**src/rtl/icache_fetch_responder.sv**
```systemverilog
// Direct-mapped instruction cache between the PC unit and instruction memory.
// Hits return a word in the same cycle; a miss stalls the pipeline and refills one 4-word block.
module icache_fetch_responder #(
  parameter int unsigned INDEX_BITS = 3,
  parameter int unsigned TAG_BITS   = 3
) (
  input  logic                           CLK,
  input  logic                           RESET,
  input  logic [31:0]                    PC,
  output logic [31:0]                    INSTRUCTION,
  output logic                           BUSYWAIT,
  output logic                           MEM_READ,
  output logic [TAG_BITS+INDEX_BITS-1:0] MEM_ADDRESS,
  input  logic [127:0]                   MEM_READDATA,
  input  logic                           MEM_BUSYWAIT
);

  localparam int unsigned ADDR_BITS  = TAG_BITS + INDEX_BITS;
  localparam int unsigned NUM_BLOCKS = 1 << INDEX_BITS;
  localparam int unsigned BLOCK_BITS = 128;

  typedef enum logic [1:0] {
    ST_IDLE     = 2'd0,
    ST_MEM_READ = 2'd1,
    ST_UPDATE   = 2'd2
  } state_e;

  state_e                  state_q, state_d;
  logic [NUM_BLOCKS-1:0]   valid_q, valid_d;
  logic [ADDR_BITS-1:0]    addr_q, addr_d;
  logic [BLOCK_BITS-1:0]   refill_q, refill_d;
  logic [TAG_BITS-1:0]     tag_q  [NUM_BLOCKS];
  logic [BLOCK_BITS-1:0]   data_q [NUM_BLOCKS];

  logic [INDEX_BITS-1:0]   pc_index;
  logic [TAG_BITS-1:0]     pc_tag;
  logic [1:0]              pc_offset;
  logic [INDEX_BITS-1:0]   upd_index;
  logic [TAG_BITS-1:0]     upd_tag;
  logic [BLOCK_BITS-1:0]   rd_block;
  logic                    hit;
  logic                    blk_wr_en;
  logic                    unused_pc;

  assign pc_offset = PC[3:2];
  assign pc_index  = PC[INDEX_BITS+3:4];
  assign pc_tag    = PC[ADDR_BITS+3:INDEX_BITS+4];
  assign unused_pc = ^{PC[31:ADDR_BITS+4], PC[1:0]};

  assign upd_index = addr_q[INDEX_BITS-1:0];
  assign upd_tag   = addr_q[ADDR_BITS-1:INDEX_BITS];

  assign rd_block  = data_q[pc_index];
  assign hit       = valid_q[pc_index] && (tag_q[pc_index] == pc_tag);

  assign MEM_ADDRESS = addr_q;

  // State register and control flops; reset abandons any refill in flight.
  always_ff @(posedge CLK or negedge RESET) begin
    if (!RESET) begin
      state_q  <= ST_IDLE;
      valid_q  <= '0;
      addr_q   <= '0;
      refill_q <= '0;
    end else begin
      state_q  <= state_d;
      valid_q  <= valid_d;
      addr_q   <= addr_d;
      refill_q <= refill_d;
    end
  end

  // Tag and data storage need no reset: valid bits guard every read.
  always_ff @(posedge CLK) begin
    if (blk_wr_en) begin
      tag_q[upd_index]  <= upd_tag;
      data_q[upd_index] <= refill_q;
    end
  end

  // Next-state logic.
  always_comb begin
    state_d   = state_q;
    valid_d   = valid_q;
    addr_d    = addr_q;
    refill_d  = refill_q;
    blk_wr_en = 1'b0;
    case (state_q)
      ST_IDLE: begin
        if (!hit) begin
          addr_d  = {pc_tag, pc_index};
          state_d = ST_MEM_READ;
        end
      end
      ST_MEM_READ: begin
        if (!MEM_BUSYWAIT) begin
          refill_d = MEM_READDATA;
          state_d  = ST_UPDATE;
        end
      end
      ST_UPDATE: begin
        blk_wr_en          = 1'b1;
        valid_d[upd_index] = 1'b1;
        state_d            = ST_IDLE;
      end
      default: state_d = ST_IDLE;
    endcase
  end

  // Outputs; the stall is held low during reset so an empty cache does not stall the PC.
  always_comb begin
    BUSYWAIT    = 1'b1;
    MEM_READ    = 1'b0;
    INSTRUCTION = '0;
    case (state_q)
      ST_IDLE: begin
        BUSYWAIT = RESET && !hit;
        if (hit) begin
          case (pc_offset)
            2'd0:    INSTRUCTION = rd_block[31:0];
            2'd1:    INSTRUCTION = rd_block[63:32];
            2'd2:    INSTRUCTION = rd_block[95:64];
            default: INSTRUCTION = rd_block[127:96];
          endcase
        end
      end
      ST_MEM_READ: MEM_READ = 1'b1;
      default:     MEM_READ = 1'b0;
    endcase
  end

endmodule

```
**config.mk**
```make
export PLATFORM = sky130hd
export DESIGN_NAME = icache_fetch_responder
export DESIGN_NICKNAME = d
export VERILOG_FILES = /design/src/rtl/icache_fetch_responder.sv
export SDC_FILE = /design/constraint.sdc
export NUM_CORES = 1
export LEC_CHECK = 0
export BUFFER_PORTS_ARGS = -buffer_cell sky130_fd_sc_hd__buf_2
export CORE_MARGIN = 2
export CORE_UTILIZATION = 45
export DETAILED_ROUTE_END_ITERATION = 16
export PLACE_DENSITY_LB_ADDON = 0.25
export SLEW_MARGIN = 10
export SYNTH_ARGS = -nofsm -noshare
export SYNTH_HDL_FRONTEND = slang
export SYNTH_SLANG_ARGS = --single-unit
```
**constraint.sdc**
```tcl
create_clock -name CLK -period 19.93 [get_ports CLK]
set_input_delay 0.9965 -clock CLK [delete_from_list [all_inputs] [get_ports CLK]]
set_output_delay 0.9965 -clock CLK [all_outputs]
set_load 0.01 [all_outputs]
```
## Word level (Yosys, flattened, before mapping)

Memories as Yosys holds them, arrays and structs flattened.
Cells that the tools add are included.

- Memories kept: 2
- Register bits after elaboration: 144
- Input port bits: 163
- Memory bits (writable): 1048
- Word-level logic and storage cells: 43

- Equal/unequal tests: 7
- Bitwise logic cells: 3
- Reduce and logical (&&, ||, !) cells: 9
- Order comparisons: 3
- Mux-type cells: 15

Memories:

| name | words | width | read ports | clocked after memory_dff | write ports | line | source |
|---|---|---|---|---|---|---|---|
| data_q | 8 | 128 | 1 | 0 | 1 | 33 | `logic [BLOCK_BITS-1:0] data_q [NUM_BLOCKS];` |
| tag_q | 8 | 3 | 1 | 0 | 1 | 32 | `logic [TAG_BITS-1:0] tag_q [NUM_BLOCKS];` |

Operator list:

| operator | number |
|---|---|
| one-hot mux 32 bit (3 select lines) | 1 |
| two-way mux 32 bit | 2 |
| less-than comparator 3 x 4 -> 1 bit (second input constant) | 2 |
| bitwise OR 8 bit | 1 |
| two-way mux 1 bit | 7 |
| AND reduction 2 bit | 3 |
| == test 2 x 1 -> 1 bit (second input constant) | 2 |
| == test 2 bit (second input constant) | 2 |
| zero test 2 bit | 2 |
| two-way mux 2 bit | 2 |
| inequality test 2 bit (second input constant) | 2 |
| one-hot mux 2 bit (2 select lines) | 1 |
| binary-select mux 1 bit (select 3 bit) | 1 |
| demux 1 bit (select 3 bit) | 1 |
| == test 3 bit | 1 |
| >= comparator 3 x 1 -> 1 bit (second input constant) | 1 |
| logical AND 1 bit | 3 |
| inverter 1 bit | 2 |
| zero test 1 bit | 1 |

## Logic depth before layout (Yosys ltp)

- Depth after elaboration: 6
- Depth in mapped cells: 8
- Mapped depth without buffers: 5

## Worst setup path before layout

OpenSTA, ideal clock, no wires.

- Kind: reg2reg
- Start point: reg addr_q[0] (netlist: MEM_ADDRESS[0])
- End point: reg valid_q[0]
- Path slack: 9156 ps
- Cell stages (with the launch flop): 4
- Required time: 19808 ps
- Arrival time: 10653 ps
- Clock period less this slack: 10774 ps
- Cell sequence: dfrtp_1 > or3b_2 > nor3_1 > or2_2

- Cells in the longest elaborated chain, start to end: 5
- Elaborated cells on any way between the ends: 6
- Classes of those cells: order compare (2); mux (2); bitwise (1); reduce/logical (1)

RTL lines:

| item | line | source |
|---|---|---|
| from (decl) | 30 | `logic [ADDR_BITS-1:0] addr_q, addr_d;` |
| from (signal assigned) | 68 | `addr_q <= addr_d;` |
| less-than comparator 3 x 4 -> 1 bit (not written as such) / >= comparator 3 x 1 -> 1 bit (equally long branches) | 103 | `valid_d[upd_index] = 1'b1;` |
| logical AND 1 bit (not written as such) | 103 |  |
| two-way mux 1 bit (not written as such) | 103 |  |
| demux 1 bit (select 3 bit) (*) | 103 |  |
| bitwise OR 8 bit (no source line) (*) | - |  |
| to (signal assigned) | 67 | `valid_q <= valid_d;` |
| to (decl) | 29 | `logic [NUM_BLOCKS-1:0] valid_q, valid_d;` |

Every way passes the cells marked *; elsewhere a longest branch is shown, timed or not.
A chain may end at the register's enable or synchronous reset.

## Final worst setup path

- Start point: in PC[5]
- End point: out INSTRUCTION[1]

- Cells in the longest elaborated chain, start to end: 5
- Elaborated cells on any way between the ends: 9
- Classes of those cells: eq/ne (1); mux (5); reduce/logical (1); memory (2)

RTL lines:

| item | line | source |
|---|---|---|
| from (decl) | 9 | `input logic [31:0] PC,` |
| memory read (8 x 3 bit) / binary-select mux 1 bit (select 3 bit) (equally long branches) | - |  |
| == test 3 bit / two-way mux 1 bit (equally long branches) | 54 | `assign hit = valid_q[pc_index] && (tag_q[pc_index] == pc_tag);` |
| logical AND 1 bit | 54 |  |
| two-way mux 32 bit (*) | 118 | `if (hit) begin` |
| two-way mux 32 bit (*) | 115 | `case (state_q)` |
| to (decl) | 10 | `output logic [31:0] INSTRUCTION,` |

Every way passes the cells marked *; elsewhere a longest branch is shown, timed or not. The select of a mux whose other input is x is not followed.

==> flow_summary_export.csv <==
group,metric,value,unit
clock_tree,cts_root_buffer,"clkbuf_16",
global_route,grt_max_degree,133,
setup_path,reg2reg_slack,16540,ps
setup_path,end_kind,"output port",
setup_path,rr_endpoint,"data_q[0][72]$_DFFE_PP_",
pwr,power_leakage,16.9,nW
routing,viasPerCell,5.70,
pwr,power.density,125,nW/um^2
job,cap_viol_max_count,0,
routing,ant_nets,0,
clock_tree,post_cts_resized,0,
final_layout,regArea,35100,sq um
setup_path,r2r-start,"MEM_ADDRESS[0]$_DFFE_PN0P_",
clock_tree,clockBufferDepth,3,
setup_path,worst-path-buf-inv,5,
synth,synth.avg_cell_area,24.3,sq um
die,core_area,99700,sq um
final_layout,nFillCells,7663,
clock_tree,numCtsBuffers,117,
clock_tree,cts_hold_repair.buffers,0,
setup_path,crit_fanout,93,
final_layout,multiInputGateArea,9710,sq um
timing,final-max-slew-violation-count,0,
final_layout,utilization,51.6,%
final_layout,num-nets-final,2243,
synth,synth-seq-cells,1192,
timing,fmax,0.139,GHz
placement,port_buffers,178,
synth,synth_cells,1857,
synth,syn-num-nets,2020,
die,die_h,321,um
routing,drt_iter0_drc,1745,
placement,post-dp-hpwl,48700,um
die,die_x,321,um
clock_tree,clkLatencyLatePin,700,ps
worst_hold_path,min_path_type,"primary input to asynchronous set/reset pin",
global_route,track_usage,19.0,%
global_route,antenna_found_initial,10,
clock_tree,clkTransAtPathRegs,60,ps
status,status,"complete, no violations",
die,initial_core_util,45.3,%
routing,num_vias,19854,
routing,first_pass_iters,5,
setup_path,path_delay_family,"buffers and inverters",
setup_path,cp_common_cell,"buf_4",
routing,drc,0,
setup_path,cpPeakStageDelay,930,ps
synth,syn_area,45200,sq um
routing,avgRoutedWirePerCell,27.5,um
synth,synthDistinctLibCells,23,
setup_path,cp_slowest_cell,"buf_4",
die,rows,116,
setup_path,reg2reg_depth,4,
setup_path,worst_setup_path_start_kind,"primary input",
timing,finalSetupTns,0,ps
final_layout,drive_gt1_share,38.9,%
routing,wl,95800,um
clock_tree,cts_tree,"built",
final_layout,n_antenna_cell,0,
global_route,grt_pass1_wl,143000,um
setup_path,worstPathArrival,6190,ps
timing,setup_viol,0,
placement,place.gp.congestion,0.723,
timing,min_period_over_period,36.1,%
timing,tightest_slew,1100,ps
pwr,ir_drop,0.106,mV
setup_path,crit_start,"PC[5]",
timing,grt_setup_unrepaired,"no",
synth,synth_seq_area_share,77.7,%
setup_path,crit_chain,"buf_8, buf_4, buf_4, buf_4, mux4_2, mux4_2, mux2i_1, nor3_1, buf_2",
synth,yosys_warnings,0,
clock_tree,cts_setup_buffers,0,
timing,relSlewSlack,26.7,%
global_route,overflow,0,
setup_path,worstSetupPathType,"primary input to output port",
global_route,grt_pass1_vias,21343,
timing,min_period,7190,ps
clock_tree,cts.sinks,1192,
setup_path,cp.required,18930,ps
timing,finClkSkew,25.4,ps
clock_tree,htree_num_levels,3,
timing,hold_viol_final,0,
die,die-area,103000,sq um
die,io_pins,203,
final_layout,area_delta_synth_final,14.0,%
cell usage in the layout (no fill, tap or decap), types with 3 or more instances in the layout:
cell,instances
dfrtp_1,144
clkinv_1,17
mux2i_1,44
nor2_4,6
buf_4,17
nor3_1,32
clkbuf_1,38
inv_16,3
clkinv_2,17
or2_2,9
bufinv_16,7
buf_2,173
buf_12,9
clkbuf_8,19
clkbuf_16,119
mux4_2,325
xor2_1,3
edfxtp_1,1048
mux2_2,135
registers in the layout, summed over array words and instances (netlist names):
| signal | flops |
|---|---|
| refill_q | 128 |
| state_q | 2 |
| data_q | 1024 |
| tag_q | 24 |
| MEM_ADDRESS | 6 |
| valid_q | 8 |
power breakdown:
group / leakage, nW / total (mW) / switching, mW / internal, mW
logic: 3.85 / 0.596 / 0.306 / 0.289
clock network: 1.89 / 2.17 / 0.910 / 1.26
registers: 11.1 / 3.68 / 0.351 / 3.32
total: 16.9 / 6.45 / 1.57 / 4.88
logic make-up after synthesis:
family                 count (synthesis)  synth area share (%)
XOR/XNOR                               3                0.0582
AO/OA/AOI/OAI                          3                0.0942
buffers and inverters                 98                 0.956
flip-flops                          1192                  77.7
AND/OR/NAND/NOR                       57                 0.665
multiplexers                         504                  20.6
how the worst max path moves through the flow:
stage | depth (start not counted) | endpoint
2_1_floorplan | 3 | valid_q[0]$_DFFE_PN0P_
3_3_place_gp | 9 | INSTRUCTION[1]
3_5_place_dp | 9 | INSTRUCTION[1]
4_1_cts | 9 | INSTRUCTION[1]
5_1_grt | 9 | INSTRUCTION[1]
6_report | 9 | INSTRUCTION[1]
area by class of cell:
type                    count  area share (%)
well taps                1298            3.15
clock buffers             176            6.57
multi-input cells         567            18.9
clock inverters            48           0.916
flip-flops and latches   1192            68.1
repair buffers            202            2.36
stage by stage:
step | worst slack (ps) | hold WS (ps) | power [mW] | instances | cell area [sq um]
floorplan | 9160 | 434 | 4.02 | 1857 | 45200
global placement | 12820 | 446 | 4.28 | 3259 | 47600
detailed placement | 12780 | 451 | 4.34 | 3259 | 47600
CTS | 12800 | 237 | 6.51 | 3483 | 51500
global route | 12600 | 252 | 6.70 | 3483 | 51500
finish | 12740 | 244 | 6.45 | 3483 | 51500
worst reg2reg max path: stages (launching register included):
cell	delay, ps
dfrtp_1	410
or3b_2	600
nor3_2	320
buf_4	790
buf_4	870
synthesized netlist by cell type:
library cell / number / area, sq um
buf_6: 1 / 11.3
nand4_1: 1 / 6.26
buf_4: 1 / 7.51
edfxtp_1: 1048 / 31500
buf_8: 1 / 15.0
xor2_1: 3 / 26.3
a21o_1: 2 / 15.0
nand2b_1: 2 / 12.5
nor2b_1: 2 / 12.5
dfrtp_1: 144 / 3600
or3b_2: 1 / 8.76
nand2_1: 1 / 3.75
a41oi_4: 1 / 27.5
buf_1: 19 / 71.3
clkbuf_1: 43 / 161
mux2_2: 135 / 1520
mux4_2: 325 / 7320
nor2_1: 6 / 22.5
mux2i_1: 44 / 440
nand3b_1: 1 / 7.51
buf_2: 33 / 165
or2_2: 9 / 56.3
nor3_1: 34 / 170
metal layers:
| metal | vias up | track usage, % | wire, um |
|---|---|---|---|
| met5 | - | 0 | 65 |
| met4 | 10 | 4.70 | 1900 |
| met3 | 135 | 4.24 | 6440 |
| met2 | 602 | 30.6 | 46500 |
| met1 | 10741 | 26.6 | 40900 |
| li1 | 8366 | - | - |
(Power assumes the default switching activity.)
